--- src/rtl/spi_cmd_decoder.sv ---
// spi_cmd_decoder
// Turns bytes from the SPI byte shifter (already in the clk_i domain) into
// single-beat bus read/write requests. A frame (/CS low) carries one command:
//   cmd[7:6] = 00 READ       : cmd, addr_hi, addr_lo
//              01 WRITE      : cmd, addr_hi, addr_lo, data
//              10 READ_NEXT  : cmd                 (address = addr + 1)
//              11 WRITE_NEXT : cmd, data           (address = addr + 1)
//   cmd[0] is A16 for READ/WRITE; cmd[5:1] are ignored.
// Read data is returned on tx_data_o for the shifter's next frame.
//
// Ports:
//   clk_i, reset_i        clock, async active-high reset
//   spi_cs_ni             /CS (synchronized), high = no frame
//   rx_data_i, rx_valid_i received byte + one-cycle strobe
//   tx_data_o             last read data, held between reads
//   bus_req_o/we_o/addr_o/wdata_o, bus_rdata_i, bus_ack_i  req/ack bus
//   busy_o                command in progress until its ack
//   overrun_o             sticky: byte arrived while a request was pending
//
// state   | meaning
// --------+-----------------------------------------------------------
// IDLE    | waiting for a command byte
// ADDR_HI | waiting for address bits [15:8]
// ADDR_LO | waiting for address bits [7:0]
// DATA    | waiting for the write data byte
// REQ     | bus_req_o held high until bus_ack_i
// DONE    | transaction finished, extra bytes ignored until /CS rises

module spi_cmd_decoder #(
  parameter int ADDR_WIDTH = 17
) (
  input  logic                  clk_i,
  input  logic                  reset_i,
  input  logic                  spi_cs_ni,
  input  logic [7:0]            rx_data_i,
  input  logic                  rx_valid_i,
  output logic [7:0]            tx_data_o,
  output logic                  bus_req_o,
  output logic                  bus_we_o,
  output logic [ADDR_WIDTH-1:0] bus_addr_o,
  output logic [7:0]            bus_wdata_o,
  input  logic [7:0]            bus_rdata_i,
  input  logic                  bus_ack_i,
  output logic                  busy_o,
  output logic                  overrun_o
);

  typedef enum logic [2:0] {
    S_IDLE,
    S_ADDR_HI,
    S_ADDR_LO,
    S_DATA,
    S_REQ,
    S_DONE
  } state_t;

  localparam logic [1:0] OP_READ       = 2'b00;
  localparam logic [1:0] OP_WRITE      = 2'b01;
  localparam logic [1:0] OP_READ_NEXT  = 2'b10;
  localparam logic [1:0] OP_WRITE_NEXT = 2'b11;

  state_t                state_q;
  logic [1:0]            op_q;
  logic [ADDR_WIDTH-1:0] addr_q;
  logic [ADDR_WIDTH-1:0] addr_inc_d;
  logic [7:0]            wdata_q;
  logic [7:0]            tx_q;
  logic                  req_q;
  logic                  we_q;
  logic                  busy_q;
  logic                  overrun_q;
  logic                  byte_ok_d;

  // A byte counts only while /CS is low; a byte coinciding with /CS rising
  // is therefore dropped.
  assign byte_ok_d  = rx_valid_i & ~spi_cs_ni;
  // Natural wrap 2^ADDR_WIDTH-1 -> 0 from the fixed-width add.
  assign addr_inc_d = addr_q + ADDR_WIDTH'(1);

  always_ff @(posedge clk_i or posedge reset_i) begin
    if (reset_i) begin
      state_q   <= S_IDLE;
      op_q      <= OP_READ;
      addr_q    <= '0;
      wdata_q   <= '0;
      tx_q      <= '0;
      req_q     <= 1'b0;
      we_q      <= 1'b0;
      busy_q    <= 1'b0;
      overrun_q <= 1'b0;
    end else begin
      case (state_q)
        S_IDLE: begin
          if (byte_ok_d) begin
            op_q   <= rx_data_i[7:6];
            busy_q <= 1'b1;
            case (rx_data_i[7:6])
              OP_READ, OP_WRITE: begin
                addr_q[16] <= rx_data_i[0];
                state_q    <= S_ADDR_HI;
              end
              OP_READ_NEXT: begin
                addr_q  <= addr_inc_d;
                we_q    <= 1'b0;
                req_q   <= 1'b1;
                state_q <= S_REQ;
              end
              default: state_q <= S_DATA;
            endcase
          end
        end

        // Aborts leave addr_q partially loaded on purpose: a following
        // *_NEXT command builds on whatever was received.
        S_ADDR_HI: begin
          if (spi_cs_ni) begin
            busy_q  <= 1'b0;
            state_q <= S_IDLE;
          end else if (rx_valid_i) begin
            addr_q[15:8] <= rx_data_i;
            state_q      <= S_ADDR_LO;
          end
        end

        S_ADDR_LO: begin
          if (spi_cs_ni) begin
            busy_q  <= 1'b0;
            state_q <= S_IDLE;
          end else if (rx_valid_i) begin
            addr_q[7:0] <= rx_data_i;
            if (op_q == OP_READ) begin
              we_q    <= 1'b0;
              req_q   <= 1'b1;
              state_q <= S_REQ;
            end else begin
              state_q <= S_DATA;
            end
          end
        end

        S_DATA: begin
          if (spi_cs_ni) begin
            busy_q  <= 1'b0;
            state_q <= S_IDLE;
          end else if (rx_valid_i) begin
            wdata_q <= rx_data_i;
            if (op_q == OP_WRITE_NEXT) begin
              addr_q <= addr_inc_d;
            end
            we_q    <= 1'b1;
            req_q   <= 1'b1;
            state_q <= S_REQ;
          end
        end

        // addr_q and we_q are never written here, so they stay stable
        // for the whole request.
        S_REQ: begin
          if (byte_ok_d) begin
            overrun_q <= 1'b1;
          end
          if (bus_ack_i) begin
            req_q  <= 1'b0;
            busy_q <= 1'b0;
            if (!we_q) begin
              tx_q <= bus_rdata_i;
            end
            state_q <= spi_cs_ni ? S_IDLE : S_DONE;
          end
        end

        S_DONE: begin
          if (spi_cs_ni) begin
            state_q <= S_IDLE;
          end
        end

        default: state_q <= S_IDLE;
      endcase
    end
  end

  assign tx_data_o   = tx_q;
  assign bus_req_o   = req_q;
  assign bus_we_o    = we_q;
  assign bus_addr_o  = addr_q;
  assign bus_wdata_o = wdata_q;
  assign busy_o      = busy_q;
  assign overrun_o   = overrun_q;

endmodule

--- config.mk ---
export PLATFORM = sky130hd
export DESIGN_NAME = spi_cmd_decoder
export DESIGN_NICKNAME = d
export VERILOG_FILES = /design/src/rtl/spi_cmd_decoder.sv
export SDC_FILE = /design/constraint.sdc
export NUM_CORES = 1
export LEC_CHECK = 0
export CORE_MARGIN = 1
export CORE_UTILIZATION = 51
export CTS_BUF_LIST = sky130_fd_sc_hd__clkbuf_8
export DETAILED_ROUTE_END_ITERATION = 8
export PLACE_DENSITY = 0.82
export REMOVE_ABC_BUFFERS = 1
export SLEW_MARGIN = 20
export SYNTH_ARGS = -nofsm -noshare
export SYNTH_HDL_FRONTEND = slang
export SYNTH_SLANG_ARGS = --single-unit
export TNS_END_PERCENT = 20
--- constraint.sdc ---
create_clock -name clk_i -period 2.25 [get_ports clk_i]
set_clock_uncertainty 0.2 [all_clocks]
set_input_delay 0.45 -clock clk_i [delete_from_list [all_inputs] [get_ports clk_i]]
set_output_delay 0.45 -clock clk_i [all_outputs]
set_load 0.05 [all_outputs]
==> Flow_metrics.wiki <==
{| class="wikitable"
! Metric !! Value
|-
| Via count of the first global-routing pass || 2112
|-
| Total negative setup slack || 0 ps
|-
| Depth of the worst register-to-register path || 5
|-
| Setup Crit Path Kind || reg -> out
|-
| Via count || 2191
|-
| Most used DFF post-synth || dfrtp_1
|-
| Part of the power in registers || 29.4%
|-
| Height of the die || 71.0 um
|-
| Sw Pwr || 2.59 mW
|-
| Number of enable-type register cells in the synthesized netlist || 0
|-
| Endpoint of the worst hold path || overrun_o$_DFFE_PP0P_
|-
| Total power per unit cell area || 1580 mW/mm^2
|-
| Remaining Overflow, GRT || 0
|-
| Number of I/O port buffers || 57
|-
| Summed instance area of the synthesized netlist || 0.00243 mm^2
|-
| Clock Sinks || 42
|-
| Layout overhead on the synthesized area || 32.0%
|-
| Peak supply drop || 0.000964 V
|-
| Internal power || 2.48 mW
|-
| Fraction of synthesized cell area in xor and xnor cells || 0%
|-
| Cell family with the largest share of critical-path delay || buffers and inverters
|-
| Most frequent standard cell in the layout excluding fill and tap cells || clkdlybuf4s50_1
|-
| Number of routed nets with antenna violations || 0
|-
| Clk pin slew, worst setup/hold paths || 80 ps
|-
| Type of destination of the critical path || output pin
|-
| Type of the tightest min-delay check || reg -> reg
|-
| Worst slack, placed || -102 ps
|-
| Critical register-to-register path startpoint || state_q[2]$_DFFE_PP0P_
|-
| Worst hold start || overrun_o$_DFFE_PP0P_
|-
| Post-synthesis async set-or-reset flop share || 100%
|-
| Required time reported for the critical path endpoint || 1600 ps
|-
| Diodes inserted || 0
|-
| Nets || 329
|-
| Multi-input gate area in the final layout || 0.00123 mm^2
|-
| Initial antenna violation count || 0
|-
| Buffers & Inverters on Critical Path || 1
|-
| Num ports || 58
|-
| H-tree levels || 2
|-
| Final Wtd Congestion || 0.841
|-
| Routed wire length || 5920 um
|-
| Fillers || 342
|-
| Mux share of post-synthesis cell area || 10.6%
|-
| Cell count of the worst hold path || 1
|-
| Min Tclk post-route || 2200 ps
|-
| Number of design-rule violations left by the first detailed-router iteration || 114
|-
| DR WL/cell || 16.5 um
|-
| Starting Density || 54.3%
|-
| TritonCTS buffer count || 5
|-
| Setup repair after global routing missed its margin || no
|-
| Number of placement rows || 24
|-
| Power share of the clock group || 10.2%
|-
| Period utilisation layout || 97.6%
|-
| Highest attainable clock frequency || 455 MHz
|-
| TritonCTS clock tree || built
|-
| Library cell used as clock root buffer || clkbuf_8
|-
| Wire length of the first global-routing pass || 10000 um
|-
| Floorplan Core Area || 0.00447 mm^2
|-
| Avg Synthesized Cell Area || 10.3 um^2
|-
| Remaining routing DRC violations || 6
|-
| Cell at the slowest stage of the critical path || clkdlybuf4s50_1
|-
| Largest net degree at the start of global routing || 43
|-
| Post-CTS Repair Setup Buffers || 0
|-
| Combinational family with the most area after synthesis || compound AO/OA/AOI/OAI gates
|-
| Share of the yosys chip area belonging to registers || 43.3%
|-
| Die Area || 0.00504 mm^2
|-
| First-pass detailed-route iteration total || 6
|-
| Largest driver fanout on the critical path || 3
|-
| Number of instances in the synthesized netlist || 235
|-
| Arrival time worst endpoint || 1550 ps
|-
| Fraction of the mapped netlist area in adder cells || 0.515%
|-
| Critical Path Start Type || register
|-
| Ratio of cells with drive above 1 in the final layout || 25.0%
|-
| Final WS setup || 53.4 ps
|-
| Logic pwr share || 60.4%
|-
| Flip-flop and latch count after synthesis || 42
|-
| Max-slew violation count || 0
|-
| Tightest slew margin relative to the limit || 64.5%
|-
| Distinct cell type count of the synthesized netlist || 54
|-
| Reg-to-reg slack, setup || 270 ps
|-
| Post-detailed-route via-to-cell ratio || 6.09
|-
| Aggregate global-route resource usage || 25.5%
|-
| Setup-failing EPs final || 0
|-
| Max-cap violations || 0
|-
| Status || complete, but fails checks
|-
| Half-perimeter wire length after placement || 4320 um
|-
| Area share of and/or/nand/nor cells after synthesis || 18.3%
|-
| Terminus of the critical flop-to-flop path || bus_addr_o[16]$_DFFE_PP0P_
|-
| Synthesis warning total || 0
|-
| Critical path, cell by cell || clkdlybuf4s50_1
|-
| Worst skew pair latency || 300 ps
|-
| Slowest stage delay, CP || 830 ps
|-
| Switching power share of the total || 51.2%
|-
| Violated checks || DRC
|-
| Flip-flop and latch area || 0.00105 mm^2
|-
| Total count of hold-check failures in the final report || 0
|-
| Transition at the pin with the smallest max-transition slack || 533 ps
|-
| Commonest cells after routing, fill and taps aside || 44 x clkdlybuf4s50_1, 42 x dfrtp_1, 36 x buf_4
|-
| CTS max path bufs || 2
|-
| DIE WIDTH || 71.0 um
|-
| Standby leakage power || 1.38 nW
|-
| Synthesized-area fraction occupied by ao, oa, aoi and oai cells || 21.2%
|}
per-layer routing:
layer | global-route usage [%] | vias to the layer above | part of all wire, % | routed length [um]
met5 | 0 | - | 0 | 0
met4 | 6.22 | 0 | 1.0 | 59
met3 | 6.13 | 7 | 6.0 | 354
met2 | 42.1 | 66 | 49 | 2890
met1 | 34.1 | 1082 | 44 | 2620
li1 | - | 1036 | - | -
Yosys cell counts, drive strengths merged (5+ instances only):
cell	n	area share (%)
o22ai	5	1.3
o21ai	14	3.0
a21oi	12	3.1
nor2	8	1.5
nand4	6	2.1
inv	8	1.2
dfrtp	42	43
buf	16	4.6
nand2	17	2.6
nand3	15	3.1
o211ai	5	1.5
mux2	19	9.0
a2bb2oi	10	3.6
a211oi	5	1.5
per-stage QoR:
step           total power, mW  std cells  area [um^2]  utilization (%)  hold WS, ps
3_5_place_dp              4.56        352         3110             69.5          255
3_3_place_gp              4.49        352         3110             69.5          250
4_1_cts                   5.09        360         3200             71.6          274
6_report                  5.07        360         3210             71.7          272
2_1_floorplan             3.50        218         2310                -          360
5_1_grt                   5.36        360         3210             71.7          310
power groups by stage:
stage	Sequential, mW	Clock (mW)	Combinational (mW)
floorplan	2.54	0	0.962
global placement	1.48	0	3.01
detailed placement	1.50	0	3.06
CTS	1.49	0.526	3.07
global route	1.55	0.566	3.24
finish	1.49	0.517	3.07
flip-flops by register name (all words and copies together), names as in the netlist:
register     cells
bus_wdata_o      8
busy_o           1
op_q             2
state_q          3
tx_data_o        8
bus_addr_o      17
bus_we_o         1
overrun_o        1
bus_req_o        1
cell type report:
cell class / instances / share of cell area (%)
Clock buffer: 5 / 2.15
Clock inverter: 3 / 0.780
Inverter: 8 / 0.936
Multi-Input combinational cell: 168 / 38.4
Sequential cell: 42 / 32.8
Tap cell: 52 / 2.03
Timing Repair Buffer: 82 / 22.9
cells by family after synthesis:
family / Yosys count
AO/OA/AOI/OAI: 70
adder cells (fa/ha/maj): 1
flip-flops: 42
buffers and inverters: 25
multiplexers: 23
AND/OR/NAND/NOR: 74
worst max-delay path by stage:
stage,startpoint,to,slack [ps],cells past startpoint
after global routing,bus_we_o$_DFFE_PP0P_,bus_we_o,6,1
after detailed placement,spi_cs_ni,op_q[0]$_DFFE_PP0P_,-100,6
after global placement,rx_valid_i,bus_wdata_o[1]$_DFFE_PP0P_,-70,4
final,bus_we_o$_DFFE_PP0P_,bus_we_o,50,1
after floorplan,bus_addr_o[1]$_DFFE_PP0P_,bus_addr_o[16]$_DFFE_PP0P_,40,5
after CTS,bus_addr_o[5]$_DFFE_PP0P_,bus_addr_o[5],20,1
timing repair:
action,4_1_cts,5_1_grt
setup endpoints to repair,0,2
resized for setup,0,2
hold buffers,0,0
Power figures use the tool's default switching activity.
